$ cat src/rtl/serial_add16_pkg.sv
// Shared definitions for the digit-serial 16-bit adder: FSM states,
// digit width and the default operand length in digits.
package serial_add16_pkg;

   localparam int unsigned DIGIT_W         = 4;
   localparam int unsigned NIBBLES_DEFAULT = 4;

   typedef enum logic [1:0] {
      IDLE = 2'd0,
      RUN  = 2'd1,
      DONE = 2'd2
   } state_t;

endpackage

$ cat src/rtl/serial_add16_add4_cin.sv
// One-digit adder with carry in/out, built as a ripple of full adders.
module add4_cin
   import serial_add16_pkg::*;
(
   input  logic [DIGIT_W-1:0] a,
   input  logic [DIGIT_W-1:0] b,
   input  logic               cin,
   output logic [DIGIT_W-1:0] sum,
   output logic               cout
);

   logic [DIGIT_W:0] c;

   always_comb begin
      c    = '0;
      sum  = '0;
      c[0] = cin;
      for (int unsigned i = 0; i < DIGIT_W; i++) begin
         sum[i]   = a[i] ^ b[i] ^ c[i];
         c[i + 1] = (a[i] & b[i]) | (c[i] & (a[i] ^ b[i]));
      end
   end

   assign cout = c[DIGIT_W];

endmodule

$ cat src/rtl/serial_add16.sv
// Digit-serial unsigned adder: one 4-bit digit per cycle, LSB first,
// with valid/ready handshakes on both the operand and result sides.
module serial_add16
   import serial_add16_pkg::*;
#(
   parameter int unsigned NIBBLES = NIBBLES_DEFAULT
) (
   input  logic                         clk,
   input  logic                         rst_n,
   input  logic                         in_valid,
   output logic                         in_ready,
   input  logic [DIGIT_W*NIBBLES-1:0]   in_a,
   input  logic [DIGIT_W*NIBBLES-1:0]   in_b,
   output logic                         out_valid,
   input  logic                         out_ready,
   output logic [DIGIT_W*NIBBLES-1:0]   out_sum,
   output logic                         out_carry,
   output logic                         busy
);

   localparam int unsigned W     = DIGIT_W * NIBBLES;
   localparam int unsigned IDX_W = (NIBBLES > 1) ? $clog2(NIBBLES) : 1;
   localparam logic [IDX_W-1:0] LAST_IDX = IDX_W'(NIBBLES - 1);

   state_t             state;
   state_t             state_nx;
   logic [W-1:0]       a_q;
   logic [W-1:0]       b_q;
   logic [W-1:0]       sum_q;
   logic               carry_q;
   logic [IDX_W-1:0]   idx;
   logic [DIGIT_W-1:0] dig_a;
   logic [DIGIT_W-1:0] dig_b;
   logic [DIGIT_W-1:0] dig_s;
   logic               dig_c;
   logic               accept;

   assign accept = in_valid && (state == IDLE);
   assign dig_a  = a_q[idx*DIGIT_W +: DIGIT_W];
   assign dig_b  = b_q[idx*DIGIT_W +: DIGIT_W];

   add4_cin u_add4 (
      .a    (dig_a),
      .b    (dig_b),
      .cin  (carry_q),
      .sum  (dig_s),
      .cout (dig_c)
   );

   always_comb begin
      state_nx = state;
      unique case (state)
         IDLE:    if (in_valid)        state_nx = RUN;
         RUN:     if (idx == LAST_IDX) state_nx = DONE;
         DONE:    if (out_ready)       state_nx = IDLE;
         default:                      state_nx = IDLE;
      endcase
   end

   always_ff @(posedge clk or negedge rst_n) begin
      if (!rst_n) begin
         state <= IDLE;
      end else begin
         state <= state_nx;
      end
   end

   // sum_q is only written digit by digit in RUN, so the previous result
   // stays visible in IDLE until the next operation overwrites it.
   always_ff @(posedge clk or negedge rst_n) begin
      if (!rst_n) begin
         a_q     <= '0;
         b_q     <= '0;
         sum_q   <= '0;
         carry_q <= 1'b0;
         idx     <= '0;
      end else if (accept) begin
         a_q     <= in_a;
         b_q     <= in_b;
         carry_q <= 1'b0;
         idx     <= '0;
      end else if (state == RUN) begin
         sum_q[idx*DIGIT_W +: DIGIT_W] <= dig_s;
         carry_q                       <= dig_c;
         idx                           <= idx + IDX_W'(1);
      end
   end

   assign in_ready  = (state == IDLE);
   assign out_valid = (state == DONE);
   assign busy      = (state == RUN) || (state == DONE);
   assign out_sum   = sum_q;
   assign out_carry = carry_q;

endmodule

$ cat config.mk
export PLATFORM = sky130hd
export DESIGN_NAME = serial_add16
export DESIGN_NICKNAME = d
export VERILOG_FILES = /design/src/rtl/serial_add16_pkg.sv /design/src/rtl/serial_add16_add4_cin.sv /design/src/rtl/serial_add16.sv
export SDC_FILE = /design/constraint.sdc
export NUM_CORES = 1
export LEC_CHECK = 0
export CAP_MARGIN = 20
export CORE_UTILIZATION = 49
export CTS_BUF_LIST = sky130_fd_sc_hd__clkbuf_8 sky130_fd_sc_hd__clkbuf_16
export DETAILED_ROUTE_END_ITERATION = 8
export PLACE_DENSITY = 0.79
export SLEW_MARGIN = 20
export SYNTH_ARGS = -nofsm -noshare
export SYNTH_HDL_FRONTEND = slang
export SYNTH_SLANG_ARGS = --single-unit
$ cat constraint.sdc
create_clock -name clk -period 4 [get_ports clk]
set_input_delay 1 -clock clk [delete_from_list [all_inputs] [get_ports clk]]
set_output_delay 1 -clock clk [all_outputs]
set_load 0.02 [all_outputs]
Word level (Yosys, flattened, before mapping)
Index checks and enable logic that the tools add are counted.
{"block": "totals", "mem_bits_rw": 0, "in_bits": 36, "latch_bits": 0, "mem_count": 0, "out_inout_bits": 20, "word_cells": 54, "regBits": 53, "romBits": 0}
{"block": "op_classes", "div_mod_pow": 0, "addsub": 2, "reduce_logical": 6, "mux": 9, "order_cmp": 0, "bitwise_logic": 21, "n_eq_ne": 6, "n_shift": 4, "n_mul": 0}
{"op": "$neg A4 Y34", "count": 1}
{"op": "$shift A4 B34 Y16 const A", "count": 1}
{"op": "$shiftx A4 B34 Y16", "count": 1}
{"op": "$shiftx A16 B5 Y4", "count": 2}
{"op": "$bwmux W16", "count": 1}
{"op": "$mux W2", "count": 5}
{"op": "$and A1 B1 Y1", "count": 8}
{"op": "$xor A1 B1 Y1", "count": 8}
{"op": "$pmux W2 S3", "count": 1}
{"op": "$eq A2 B2 Y1 const B", "count": 2}
{"op": "$ne A2 B2 Y1 const B", "count": 2}
{"op": "$or A1 B1 Y1", "count": 4}
{"op": "$reduce_and A3 Y1", "count": 1}
{"op": "$add A2 B1 Y2 const B", "count": 1}
{"op": "$eq A2 B1 Y1 const B", "count": 1}
{"op": "$logic_not A2 Y1", "count": 1}
{"op": "$mux W1", "count": 2}
{"op": "$ne A2 B1 Y1 const B", "count": 1}
{"op": "$reduce_and A2 Y1", "count": 1}
{"op": "$reduce_bool A2 Y1", "count": 1}
{"op": "$logic_and A1 B1 Y1", "count": 1}
{"op": "$logic_or A1 B1 Y1", "count": 1}
{"op": "$not A1 Y1", "count": 1}

Depth between registers and ports, before layout
{"block": "logic_depth", "depth_word": 12, "depth_mapped": 8, "depth_no_buf": 7}

By module
Synthesis repeated with hierarchy kept, for this count alone.
{"block": "hier_totals", "hier_cells": 174, "hier_area_um2": 2456.1}
{"module": "serial_add16", "area_each_um2": 2338.5, "cells_per_inst": 160, "n_inst": 1}
{"module": "add4_cin", "area_each_um2": 117.6, "cells_per_inst": 14, "n_inst": 1}

Worst setup path before layout
OpenSTA, ideal clock, no wires.
{"block": "synth_path", "kind": "flip-flop to flip-flop", "startpoint": "register idx[0]", "endpoint": "register sum_q[11], in the netlist out_sum[11]", "arrival_time_ns": 2.966, "synth_period_minus_slack_ns": 3.087, "slack_ns": 0.913, "required_time_ns": 3.879, "setup_time_ns": 0.121, "stages_incl_launch_ff": 8, "path_cell_list": "dfrtp_1 > buf_6 > mux4_2 > fa_1 > fa_1 > fa_1 > fa_1 > a22o_1"}
{"block": "synth_via", "elab_chain_cells": 11}
{"item": "start, declared", "line": "serial_add16.sv:31", "rtl": "logic [IDX_W-1:0] idx;"}
{"item": "start signal, assigned", "line": "serial_add16.sv:85", "rtl": "idx <= idx + IDX_W'(1);"}
{"item": "$shiftx A16 B5 Y4 (on tied branches)", "line": "serial_add16.sv:39, serial_add16.sv:40"}
{"item": "$xor A1 B1 Y1", "line": "serial_add16_add4_cin.sv:19, serial_add16_add4_cin.sv:20"}
{"item": "$and A1 B1 Y1", "line": "serial_add16_add4_cin.sv:20", "rtl": "c[i + 1] = (a[i] & b[i]) | (c[i] & (a[i] ^ b[i]));"}
{"item": "$or A1 B1 Y1", "line": "serial_add16_add4_cin.sv:20"}
{"item": "$and A1 B1 Y1", "line": "serial_add16_add4_cin.sv:20"}
{"item": "$or A1 B1 Y1", "line": "serial_add16_add4_cin.sv:20"}
{"item": "$and A1 B1 Y1", "line": "serial_add16_add4_cin.sv:20"}
{"item": "$or A1 B1 Y1", "line": "serial_add16_add4_cin.sv:20"}
{"item": "$xor A1 B1 Y1", "line": "serial_add16_add4_cin.sv:19", "rtl": "sum[i] = a[i] ^ b[i] ^ c[i];"}
{"item": "$shiftx A4 B34 Y16", "line": "serial_add16.sv:83", "rtl": "sum_q[idx*DIGIT_W +: DIGIT_W] <= dig_s;"}
{"item": "$bwmux W16 (*)", "line": "serial_add16.sv:83"}
{"item": "end signal, assigned by index", "line": "serial_add16.sv:83"}
{"item": "end, declared", "line": "serial_add16.sv:29", "rtl": "logic [W-1:0] sum_q;"}
Every way passes the cells marked *; elsewhere a longest branch is shown, timed or not.
A chain may end at the register's enable or synchronous reset.

Final worst setup path
Ends and elaborated chain as after synthesis.

==> impl_metrics.tcl <==
set metrics [dict create \
    hold_viol 0 \
    grt_pass1_wl_mm 7.71 \
    min_delay_worst_endpoint "out_sum[3]" \
    n_antenna_cell 0 \
    nNetsFinal 267 \
    cts_hold_buf 0 \
    dr.pass1.iters 7 \
    whs_ns 0.501 \
    p_switching_w 0.000962 \
    power.internal_w 0.00166 \
    layout_common_cells "54 x clkdlybuf4s50_1, 53 x dfrtp_1, 34 x mux2_2" \
    ys_ff_latch 53 \
    cts_inserted_buffers 5 \
    layout_commonest_cell "clkdlybuf4s50_1" \
    hold_depth 2 \
    cellLeakagePower_nw 1.33 \
    ir_drop_uv 387 \
    synth_compound_area_share_pct 6.23 \
    die_h_um 72.1 \
    grt_max_degree 54 \
    slowest_delay_ns 0.58 \
    pwr-share-clk_pct 14.1 \
    r2r-end "out_sum[11]" \
    worst-path-max-fanout 9 \
    status "completed" \
    drc 0 \
    crit_chain "mux4_2 > fa_1 > fa_1 > fa_1 > fa_1 > a22o_1" \
    grt-ovfl-total 0 \
    cp.arrival_ns 3.42 \
    worstSetupStartpointType "flip-flop" \
    vias_per_cell 5.31 \
    power_density_nw_per_um2 838 \
    wl_per_cell_um 15.9 \
    end_kind "flip-flop" \
    setup_tns_ns 0 \
    hp-class "flip-flop to flip-flop" \
    dr.max_layer_used "met4" \
    drt_iter0_drc 99 \
    post-route-period-util_pct 80.7 \
    synth_warnings 0 \
    antenna_found_initial 0 \
    rr_startpoint "idx[0]" \
    wl_met3_um 199 \
    finalMaxSlewViolations 0 \
    synth_top_family_by_area "multiplexers" \
    cp.required_ns 4.19 \
    syn2layout_area_growth_pct 29.9 \
    setup_ws_ns 0.770 \
    path_class "flip-flop to flip-flop" \
    synth-simple-area-share_pct 3.94 \
    reg2regPathDepth 6 \
    die_x_um 72.1 \
    post-place-ws_ns 0.779 \
    multiInputGateArea_um2 1020 \
    clock_latency_ns 0.31 \
    cp_top_family "adder cells" \
    muxShareOfSynthArea_pct 24.2 \
    rsz0062_at_grt "no" \
    synthAdderAreaFrac_pct 7.47 \
    fin_worst_skew_ns 0.00736 \
    holdCritStartpoint "out_sum[3]" \
    maxSlewHeadroom_pct 57.3 \
    syn_area_um2 2410 \
    min_period_ns 3.23 \
    fmax_mhz 310 \
    seqPwrFrac_pct 35.9 \
    share_comb_of_total_power_pct 50.0 \
    post-cts-setup-buffers 0 \
    crit_slowest_cell "dfrtp_1" \
    die-area_um2 5200 \
    fillCellCount 344 \
    floorplan.initialDensity_pct 51.0 \
    clock_sinks 53 \
    wirelength_mm 4.57 \
    synth_cell_types 20 \
    cap_violations 0 \
    register_area_um2 1330 \
    switching_share_pct 36.6 \
    clk_pin_slew_ns 0.09 \
    cp_num_buf_inv 0 \
    grt_pass1_vias 1628 \
    route.antenna.remaining_nets 0 \
    synthesis.nets 209 \
    rrSetupSlack_ns 0.77 \
    met1_length_mm 1.86 \
    std_cell_rows 25 \
    cp_common_cell "fa_1" \
    cts_resized 0 \
    ctsHtreeMaxLevel 2 \
    dp_hpwl_mm 3.52 \
    synth_xor_xnor_area_share_pct 0.363 \
    cts_max_path_buffers 2 \
    portBuffers 55 \
    finalWeightedCongestion 0.766 \
    core-area_um2 4720 \
    netlist_instances 161 \
    avgSynthCellArea_um2 15.0 \
    grt_usage_pct 19.9 \
    drive_gt1_share_pct 24.1 \
    io_pins 56 \
    vias 1524 \
    cts_tree "built" \
    route.met2.wl_mm 2.44 \
    worst_slew_pin_slew_ns 0.641 \
    yosysSeqAreaShare_pct 55.0 \
    setup_violations 0 \
    root_buffer "clkbuf_8" \
]
## routing by layer
metal  vias up  track usage [%]
met5         -                0
met4         0             7.84
met3         9             3.06
met2        54             35.0
met1       766             24.7
li1        695                -
## cell usage after synthesis (all sizes together)
cell,number,area (um^2)
a21oi,3,15.0
mux4,8,180
nand2,13,48.8
buf,5,37.5
o21ai,4,20.0
a222oi,1,10.0
clkbuf,1,3.75
nor2b,1,6.26
fa,4,80.1
mux2,34,383
and4,2,17.5
xnor2,1,8.76
nor4b,1,15.0
inv,7,26.3
nor3b,1,7.51
mux2i,2,20.0
a22o,12,105
ha,8,100
dfrtp,53,1330
## worst register-to-register path: stages (launching register included)
cell and delay, ns:
dfrtp_1 0.58, mux4_2 0.57, fa_1 0.41, fa_1 0.39, fa_1 0.40, fa_1 0.52, a22o_1 0.24
## metrics by stage
step | instances | utilization [%] | area [um^2] | power, W
after floorplan | 161 | - | 2410 | 0.00183
after global routing | 287 | 66.3 | 3130 | 0.00279
final | 287 | 66.3 | 3130 | 0.00263
after detailed placement | 279 | 63.8 | 3010 | 0.00227
after global placement | 279 | 63.8 | 3010 | 0.00219
after CTS | 287 | 66.3 | 3130 | 0.00264
## registers in the layout, summed over array words and instances (netlist names)
signal,count
state,2
out_sum,16
a_q,16
b_q,16
idx,2
out_carry,1
## power by group through the flow
stage               Combinational, W  Clock, W  Sequential (W)
floorplan                   0.000887         0        0.000944
global placement             0.00125         0        0.000939
detailed placement           0.00131         0        0.000960
CTS                          0.00132  0.000374        0.000947
global route                 0.00141  0.000396        0.000977
finish                       0.00131  0.000370        0.000943
## cell type report
class,instances,share of cell area (%)
Sequential cell,53,42.3
Timing Repair Buffer,57,18.0
Tap cell,67,2.68
Multi-Input combinational cell,95,32.5
Inverter,7,0.839
Clock buffer,6,2.64
Clock inverter,2,1.08
## cell families (layout without fill, tap and decap cells)
logic type	after synthesis	in the layout
adders and majority gates	12	12
xor gates and xnor gates	1	1
and+or+nand+nor	18	18
AOI/OAI and AO/OA	20	20
DFF	53	53
muxes	44	44
buffers and inverters	13	72
## how the worst max path moves through the flow
stage	start	to	slack [ns]	depth (start not counted)
floorplan	idx[0]	out_sum[11]	0.91	7
global placement	idx[0]	out_sum[3]	0.86	7
detailed placement	idx[0]	out_sum[3]	0.78	7
CTS	idx[0]	out_sum[11]	0.75	6
global route	idx[0]	out_sum[3]	0.63	7
finish	idx[0]	out_sum[11]	0.77	6
No activity file was read; power rests on OpenSTA's default activity.
